## src/rtl/div_n_bit_seq_pkg.sv

```systemverilog
// Purpose: shared types and constants for the sequential restoring divider.
// Latency: n/a (declarations only).
// Backpressure: n/a.
package div_n_bit_seq_pkg;

  // Default operand width; legal range is 2..64.
  localparam int DEFAULT_WORD_SIZE = 32;

  // Divider control states.
  typedef enum logic [1:0] {
    IDLE = 2'd0,
    CALC = 2'd1,
    DONE = 2'd2
  } div_state_t;

  // Iteration counter width: clog2(word_size), never narrower than one bit.
  function automatic int cnt_width(input int ws);
    return (ws < 2) ? 1 : $clog2(ws);
  endfunction

endpackage

```

## src/rtl/div_trial_sub.sv

```systemverilog
// Purpose: (word_size+1)-bit ripple borrow subtractor, a - b computed as a + ~b + 1.
// Latency: combinational.
// Backpressure: none.
module div_trial_sub
  import div_n_bit_seq_pkg::*;
#(
  parameter int width = DEFAULT_WORD_SIZE + 1
) (
  input  logic [width-1:0] a,
  input  logic [width-1:0] b,
  output logic [width-1:0] diff,
  output logic             borrow
);

  logic [width:0] carry;

  // Ripple adder chain with the subtrahend inverted and carry-in forced to 1;
  // a missing carry-out means a < b, i.e. a borrow.
  always_comb begin
    carry    = '0;
    diff     = '0;
    carry[0] = 1'b1;
    for (int i = 0; i < width; i++) begin
      diff[i]      = a[i] ^ ~b[i] ^ carry[i];
      carry[i + 1] = (a[i] & ~b[i]) | (carry[i] & (a[i] ^ ~b[i]));
    end
    borrow = ~carry[width];
  end

endmodule

```

## src/rtl/div_n_bit_seq.sv

```systemverilog
// Purpose: sequential unsigned restoring divider, one quotient bit per clock.
// Latency: done word_size+1 cycles after an accepted start (1 cycle for a zero divisor).
// Backpressure: start is only sampled in IDLE; requests while busy are dropped, not queued.
module div_n_bit_seq
  import div_n_bit_seq_pkg::*;
#(
  parameter int word_size = DEFAULT_WORD_SIZE
) (
  input  logic                 clk,
  input  logic                 rst,
  input  logic                 start,
  input  logic [word_size-1:0] R2,
  input  logic [word_size-1:0] R3,
  output logic                 busy,
  output logic                 done,
  output logic [word_size-1:0] DIV_out,
  output logic [word_size-1:0] REM_out,
  output logic                 div_by_zero
);

  localparam int            CW       = cnt_width(word_size);
  localparam logic [CW-1:0] LAST_CNT = CW'(word_size - 1);

  div_state_t state, state_nxt;

  logic [word_size-1:0] divisor;
  logic [word_size-1:0] quo;
  // The partial remainder is always below the divisor between steps, so it
  // fits in word_size bits; only the shifted trial value needs the extra bit.
  logic [word_size-1:0] rem;
  logic [CW-1:0]        cnt;

  logic [word_size:0]   rem_shift;
  logic [word_size:0]   trial;
  logic                 borrow;
  logic [word_size-1:0] rem_nxt;
  logic [word_size-1:0] quo_nxt;
  logic                 unused_trial_msb;

  // One restoring step: shift {rem, quo} left, try rem - divisor.
  assign rem_shift = {rem, quo[word_size-1]};

  div_trial_sub #(
    .width (word_size + 1)
  ) u_trial_sub (
    .a      (rem_shift),
    .b      ({1'b0, divisor}),
    .diff   (trial),
    .borrow (borrow)
  );

  // Restore on borrow, otherwise keep the difference and record a 1 bit.
  assign rem_nxt = borrow ? rem_shift[word_size-1:0] : trial[word_size-1:0];
  assign quo_nxt = {quo[word_size-2:0], ~borrow};

  // A successful trial is always below the divisor, so its top bit is zero.
  assign unused_trial_msb = trial[word_size];

  assign busy = (state != IDLE);
  assign done = (state == DONE);

  // State register.
  always_ff @(posedge clk) begin
    if (rst) begin
      state <= IDLE;
    end else begin
      state <= state_nxt;
    end
  end

  // Next-state decode: zero divisor skips straight to DONE; DONE always returns to IDLE.
  always_comb begin
    state_nxt = state;
    case (state)
      IDLE: begin
        if (start) begin
          state_nxt = (R3 == '0) ? DONE : CALC;
        end
      end
      CALC: begin
        if (cnt == LAST_CNT) begin
          state_nxt = DONE;
        end
      end
      DONE:    state_nxt = IDLE;
      default: state_nxt = IDLE;
    endcase
  end

  // Datapath: operand capture, iteration, and result latch; results hold until the next latch.
  always_ff @(posedge clk) begin
    if (rst) begin
      divisor     <= '0;
      quo         <= '0;
      rem         <= '0;
      cnt         <= '0;
      DIV_out     <= '0;
      REM_out     <= '0;
      div_by_zero <= 1'b0;
    end else begin
      case (state)
        IDLE: begin
          if (start) begin
            if (R3 == '0) begin
              DIV_out     <= '1;
              REM_out     <= R2;
              div_by_zero <= 1'b1;
            end else begin
              divisor <= R3;
              quo     <= R2;
              rem     <= '0;
              cnt     <= '0;
            end
          end
        end
        CALC: begin
          rem <= rem_nxt;
          quo <= quo_nxt;
          cnt <= cnt + 1'b1;
          if (cnt == LAST_CNT) begin
            DIV_out     <= quo_nxt;
            REM_out     <= rem_nxt;
            div_by_zero <= 1'b0;
          end
        end
        default: begin
        end
      endcase
    end
  end

endmodule

```

## config.mk

```make
export PLATFORM = sky130hd
export DESIGN_NAME = div_n_bit_seq
export DESIGN_NICKNAME = d
export VERILOG_FILES = /design/src/rtl/div_n_bit_seq_pkg.sv /design/src/rtl/div_trial_sub.sv /design/src/rtl/div_n_bit_seq.sv
export SDC_FILE = /design/constraint.sdc
export NUM_CORES = 1
export LEC_CHECK = 0
export CAP_MARGIN = 20
export CORE_MARGIN = 3
export CORE_UTILIZATION = 35
export DETAILED_ROUTE_END_ITERATION = 6
export REMOVE_ABC_BUFFERS = 1
export SLEW_MARGIN = 25
export SYNTH_ARGS = -nofsm -noshare
export SYNTH_HDL_FRONTEND = slang
export SYNTH_SLANG_ARGS = --single-unit
```

## constraint.sdc

```tcl
create_clock -name clk -period 22.6 [get_ports clk]
set_input_delay 2.26 -clock clk [delete_from_list [all_inputs] [get_ports clk]]
set_output_delay 2.26 -clock clk [all_outputs]
set_load 0.01 [all_outputs]
```

Word level (Yosys, flattened, before mapping)
Index checks and enable logic that the tools add are counted.
{"block": "totals", "regBits": 168, "wordCells": 245, "output_inout_bits": 67, "inputBits": 67}
{"block": "classes", "addsub": 1, "reduce_logical": 8, "n_bitwise": 195, "eq_ne": 7, "n_mux": 26}
{"op": "2-to-1 mux 32 bit", "count": 11}
{"op": "one-hot mux 32 bit (2 select lines)", "count": 4}
{"op": "AND 1 bit", "count": 64}
{"op": "bitwise XOR 1 bit", "count": 63}
{"op": "inverter 1 bit", "count": 35}
{"op": "OR 1 bit", "count": 33}
{"op": "logical NOT 32 bit", "count": 1}
{"op": "2-to-1 mux 5 bit", "count": 2}
{"op": "one-hot mux 5 bit (2 select lines)", "count": 1}
{"op": "inequality test 2 bit (second input constant)", "count": 4}
{"op": "2-to-1 mux 2 bit", "count": 3}
{"op": "AND reduction 3 bit", "count": 2}
{"op": "adder 5 x 1 -> 5 bit (second input constant)", "count": 1}
{"op": "== test 5 bit (second input constant)", "count": 1}
{"op": "one-hot mux 2 bit (2 select lines)", "count": 1}
{"op": "AND reduction 4 bit", "count": 1}
{"op": "nonzero test 2 bit", "count": 2}
{"op": "2-to-1 mux 1 bit", "count": 3}
{"op": "== test 2 x 1 -> 1 bit (second input constant)", "count": 1}
{"op": "== test 2 bit (second input constant)", "count": 1}
{"op": "logical NOT 2 bit", "count": 1}
{"op": "one-hot mux 1 bit (2 select lines)", "count": 1}
{"op": "AND reduction 2 bit", "count": 1}

Depth between registers and ports, before layout
{"block": "depth", "depth_word": 70, "ltp_mapped": 42, "ltp_nobuf": 40}

Modules after synthesis
Synthesis repeated with hierarchy kept, for this count alone.
{"block": "unflattened", "hier_cells": 930, "area_unflattened_um2": 7782.5}
{"module": "div_n_bit_seq", "cells_per_inst": 830, "seq_area_each_um2": 3363.2, "n_inst": 1, "area_per_inst_um2": 6877.8}
{"module": "div_trial_sub", "cells_per_inst": 100, "seq_area_each_um2": 0.0, "n_inst": 1, "area_per_inst_um2": 904.6}

Least setup slack after synthesis
Ideal clock, no wire load.
{"block": "synth_timing", "path_kind": "flip-flop to flip-flop", "from": "register quo[31]", "to": "register REM_out[26]", "arrival_ns": 12.823, "synth_period_minus_slack_ns": 12.951, "path_buffers": 2, "path_stages_with_launch": 43, "setup_slack_ns": 9.649, "setup_time_ns": 0.128, "required_ns": 22.472, "path_cell_list": "dfxtp_1 -> inv_1 -> ha_1 -> inv_1 -> fa_1 -> fa_1 -> fa_1 -> fa_1 -> fa_1 -> fa_1 -> fa_1 -> fa_1 -> fa_1 -> fa_1 -> fa_1 -> fa_1 -> fa_1 -> fa_1 -> (+7 left out) -> fa_1 -> fa_1 -> fa_1 -> fa_1 -> fa_1 -> fa_1 -> fa_1 -> fa_1 -> inv_1 -> fa_1 -> fa_1 -> nand2b_1 -> clkbuf_1 -> buf_2 -> mux2i_1 -> o21ai_0 -> mux2i_1 -> nor2_1"}
{"block": "synth_between", "elab_chain_cells": 69, "elab_cells_between_ends": 71, "cone_classes": "3 x mux; 68 x bitwise"}
{"element": "start: declaration", "line": "div_n_bit_seq.sv:27", "rtl": "logic [word_size-1:0] quo;"}
{"element": "start signal: assignment", "line": "div_n_bit_seq.sv:118", "rtl": "quo <= quo_nxt;"}
{"element": "AND 1 bit / bitwise XOR 1 bit (equally long branches)", "line": "div_trial_sub.sv:25", "rtl": "carry[i + 1] = (a[i] & ~b[i]) | (carry[i] & (a[i] ^ ~b[i]));"}
{"element": "OR 1 bit *", "line": "div_trial_sub.sv:25"}
{"element": "AND 1 bit *", "line": "div_trial_sub.sv:25"}
{"element": "OR 1 bit *", "line": "div_trial_sub.sv:25"}
{"element": "AND 1 bit *", "line": "div_trial_sub.sv:25"}
{"element": "OR 1 bit *", "line": "div_trial_sub.sv:25"}
{"element": "AND 1 bit *", "line": "div_trial_sub.sv:25"}
{"element": "OR 1 bit *", "line": "div_trial_sub.sv:25"}
{"element": "(+53 left out)"}
{"element": "OR 1 bit", "line": "div_trial_sub.sv:25"}
{"element": "AND 1 bit", "line": "div_trial_sub.sv:25"}
{"element": "OR 1 bit", "line": "div_trial_sub.sv:25"}
{"element": "AND 1 bit", "line": "div_trial_sub.sv:25"}
{"element": "OR 1 bit", "line": "div_trial_sub.sv:25"}
{"element": "2-to-1 mux 32 bit *", "line": "div_n_bit_seq.sv:53", "rtl": "assign rem_nxt = borrow ? rem_shift[word_size-1:0] : trial[word_size-1:0];"}
{"element": "2-to-1 mux 32 bit *", "line": "div_n_bit_seq.sv:120", "rtl": "if (cnt == LAST_CNT) begin"}
{"element": "one-hot mux 32 bit (2 select lines) *", "line": "div_n_bit_seq.sv:101", "rtl": "case (state)"}
{"element": "end signal: assignment", "line": "div_n_bit_seq.sv:122", "rtl": "REM_out <= rem_nxt;"}
{"element": "end: declaration", "line": "div_n_bit_seq.sv:17", "rtl": "output logic [word_size-1:0] REM_out,"}
Every way passes the cells marked *; elsewhere a longest branch is shown, timed or not. The select of a mux whose other input is x is not followed.
A chain may end at the register's enable or synchronous reset.

Final worst setup path
{"block": "layout_timing", "from": "register quo[31]", "to": "register REM_out[9]"}
{"block": "layout_between", "elab_chain_cells": 69, "elab_cells_between_ends": 71, "cone_classes": "3 x mux; 68 x bitwise"}
{"element": "AND 1 bit / bitwise XOR 1 bit (equally long branches)", "line": "div_trial_sub.sv:25"}
{"element": "OR 1 bit *", "line": "div_trial_sub.sv:25"}
{"element": "AND 1 bit *", "line": "div_trial_sub.sv:25"}
{"element": "OR 1 bit *", "line": "div_trial_sub.sv:25"}
{"element": "AND 1 bit *", "line": "div_trial_sub.sv:25"}
{"element": "OR 1 bit *", "line": "div_trial_sub.sv:25"}
{"element": "AND 1 bit *", "line": "div_trial_sub.sv:25"}
{"element": "OR 1 bit *", "line": "div_trial_sub.sv:25"}
{"element": "(+53 left out)"}
{"element": "OR 1 bit", "line": "div_trial_sub.sv:25"}
{"element": "AND 1 bit", "line": "div_trial_sub.sv:25"}
{"element": "OR 1 bit", "line": "div_trial_sub.sv:25"}
{"element": "AND 1 bit", "line": "div_trial_sub.sv:25"}
{"element": "OR 1 bit", "line": "div_trial_sub.sv:25"}
{"element": "2-to-1 mux 32 bit *", "line": "div_n_bit_seq.sv:53"}
{"element": "2-to-1 mux 32 bit *", "line": "div_n_bit_seq.sv:120"}
{"element": "one-hot mux 32 bit (2 select lines) *", "line": "div_n_bit_seq.sv:101"}
Marks and branches as above.

==> run_results.csv <==
group,metric,value,unit
job,maxCapViolations,0,
synth,synth_top_family_by_area,"simple AND/OR/NAND/NOR gates",
synth,syn-instance-count,795,
placement,pre_cts_ws,8.818,ns
critical_path,crit_arrival,14.11,ns
synth,synthDistinctLibCells,33,
synth,synth_compound_area_share,11.10,%
finish,area_growth,29.29,%
grt,grt_max_degree,76,
clock_tree,cts_tree,"yes",
floorplan,rows,52,
critical_path,r2r_start,"quo[31]",
clock_tree,clk_path_buf_depth,2,
synth,seq_area_frac_synth,45.20,%
drt,drc_errors,0,
sta,tightest_slew,0.9712,ns
drt,drt-total-wl,19.66,mm
sta,max_slew_margin,35.24,%
finish,finalNetCount,1000,
critical_path,critical_path.most_common_cell,"fa_1",
sta,period_needed,13.83,ns
clock_tree,htree_levels,4,
synth,ys_ff_latch,168,
critical_path,required,22.89,ns
power_and_ir_drop,power_density,114.7,nW/um^2
synth,synthDominantCellAreaShare,45.20,%
grt,grt_pass1_wl,32.24,mm
critical_path,worstSetupPathType,"flip-flop to flip-flop",
critical_path,crit_slowest_cell,"fa_1",
synth,synthAdderAreaFrac,8.845,%
clock_tree,ctsHoldBuffers,0,
sta,setup-tns-final,0,ns
sta,worst_slack,8.773,ns
finish,drive_gt1_share,5.921,%
power_and_ir_drop,p_leak,3.517,nW
synth,avgSynthCellArea,9.360,um^2
clock_tree,cts_setup_buffers,0,
synth,synthesis.area,7441,um^2
finish,antenna_cells,0,
synth,yosys-top-cells-area,"dfxtp_1 45%, mux2i_1 12%, fa_1 8.3%",
placement,gp_congestion,0.8016,
synth,synth_mux_area_share,12.39,%
grt,grt_pass1_vias,5878,
drt,dr.pass1.iters,5,
critical_path,end_kind,"flip-flop",
sta,finalHoldViolations,0,
grt,grt.total_usage,17.10,%
finish,fin_util,46.79,%
clock_tree,insertion_delay,0.43,ns
sta,finalClockSkew,0.01187,ns
sta,post-route-period-util,61.18,%
critical_path,r2r_cells,41,
critical_path,timing.rr.end,"REM_out[9]",
drt,vias,5890,
clock_tree,cts_buffers,17,
floorplan,die_h,151.8,um
clock_tree,clock_sinks,168,
placement,portBuffers,133,
floorplan,dieArea,23040,um^2
outcome,status,"completed",
clock_tree,cts_resized,0,
floorplan,num_io_pins,134,
min_path,holdPathStages,1,
min_path,hp-start,"rem[31]",
min_path,hold_class,"flip-flop to flip-flop",
sta,timing.final.max_slew_violations,0,
sta,rsz0062_at_grt,"false",
placement,hpwl,13.21,mm
synth,synth_simple_gate_area_share,16.95,%
grt,grt_overflow,0,
sta,max_freq,0.07232,GHz
synth,yosysWarnings,0,
critical_path,cp_max_fo,19,
critical_path,rrSetupSlack,8.77,ns
floorplan,die_w,151.8,um
clock_tree,root_buffer,"clkbuf_16",
floorplan,start_util,36.19,%
clock_tree,clkTransAtPathRegs,0.07,ns
synth,synthXorXnorAreaFrac,0.2354,%
critical_path,slowest_delay,0.43,ns
drt,antenna_left,0,
critical_path,cp-start-kind,"flip-flop",
grt,antenna_found_initial,3,
min_path,min_to,"rem[31]",
power_and_ir_drop,peakVddDrop,0.09299,mV
sta,setup_viol,0,
synth,synth_top_area_cell,"dfxtp_1",
drt,routed_via_density,4.983,
floorplan,coreArea,20560,um^2
drt,wl_per_cell,16.63,um
drt,drt_iter0_drc,349,
## critical path, delay by kind of cell, from the launching register on
family,cells,cell delay (ns)
compound gates,1,0.12
fa+ha+maj,32,11.94
simple gates,2,0.38
flops,1,0.32
buf+inv,4,0.48
mux,2,0.44
## metrics by stage
| stage | instances | power, mW | hold slack (ns) | cell area, um^2 |
|---|---|---|---|---|
| after CTS | 1182 | 1.114 | 0.4892 | 9620 |
| after floorplan | 735 | 0.6693 | 0.4404 | 7176 |
| after detailed placement | 1150 | 0.7972 | 0.4722 | 8985 |
| final | 1182 | 1.103 | 0.4883 | 9620 |
| after global placement | 1148 | 0.7826 | 0.4716 | 8950 |
| after global routing | 1182 | 1.184 | 0.5064 | 9620 |
## power by group
group | leakage, nW | switching, mW | internal (mW) | total (mW)
clock network | 0.305 | 0.125 | 0.189 | 0.314
registers | 1.37 | 0.0272 | 0.325 | 0.353
logic | 1.84 | 0.244 | 0.193 | 0.437
total | 3.52 | 0.396 | 0.708 | 1.10
## flip-flops by register name (all words and copies together) (netlist names)
register / count
divisor: 32
DIV_out: 32
REM_out: 32
div_by_zero: 1
cnt: 5
quo: 32
rem: 32
state: 2
## cells in the final DEF (no fill, tap or decap), drive strengths merged, types with 2 or more instances in the layout
cell type and n:
xor2 2, clkinv 4, or2 2, fa 31, buf 13, a22o 4
a211oi 2, nor4 8, o21ai 33, ha 3, nand2b 6, a311oi 34
o2bb2ai 29, nor3 68, dfxtp 168, nand4 3, a21oi 5, inv 37
clkdlybuf4s50 132, nor2 136, nand2 68, bufinv 4, nor2b 3, clkinvlp 2
clkbuf 19, mux2i 91
## routing by layer
metal	up-vias	routed length, um	track usage, %
met2	138	9131	26.78
met1	2773	9230	23.78
met3	23	1032	4.295
li1	2950	-	-
met4	6	229	4.409
met5	-	34	0
## worst max-delay path by stage
stage,from,endpoint,slack [ns],cells past startpoint
2_1_floorplan,quo[31],REM_out[30],9.01,39
3_3_place_gp,quo[31],REM_out[5],8.67,40
3_5_place_dp,quo[31],REM_out[5],8.82,41
4_1_cts,quo[31],REM_out[5],8.76,41
5_1_grt,quo[31],REM_out[5],8.09,41
6_report,quo[31],REM_out[9],8.77,41
## layout make-up
cell class	count	area [um^2]
multi-input cells	533	3717
repair buffers	145	1439
well taps	270	337.8
fillers	2004	10940
clock inverters	13	192.7
clock buffers	19	442.9
flip-flops and latches	168	3363
inverters	34	127.6
## Yosys cell counts
cell type	number
o2bb2ai_1	29
o21ai_2	1
clkbuf_1	42
xor2_1	2
nor2b_1	3
nand2_1	68
a211oi_1	2
and3_1	1
a22oi_1	1
mux2i_1	91
o21ai_1	1
a21oi_1	5
ha_1	3
or2_2	2
buf_2	11
nor3_4	1
o21ai_0	31
fa_1	31
nand2b_1	6
dfxtp_1	168
a311oi_1	34
a22o_1	4
buf_1	2
nand4_1	3
buf_4	3
nor3_1	67
mux2_2	1
buf_6	2
inv_1	34
nor2_1	136
o21ba_1	1
nor4_1	8
o31ai_2	1
## logic make-up (layout without fill, tap and decap cells)
kind of cell,Yosys count,in the layout
simple gates,295,295
buf+inv,94,211
xor+xnor,2,2
flops,168,168
fa+ha+maj,34,34
compound gates,110,110
mux,92,92
(Power assumes the default switching activity.)
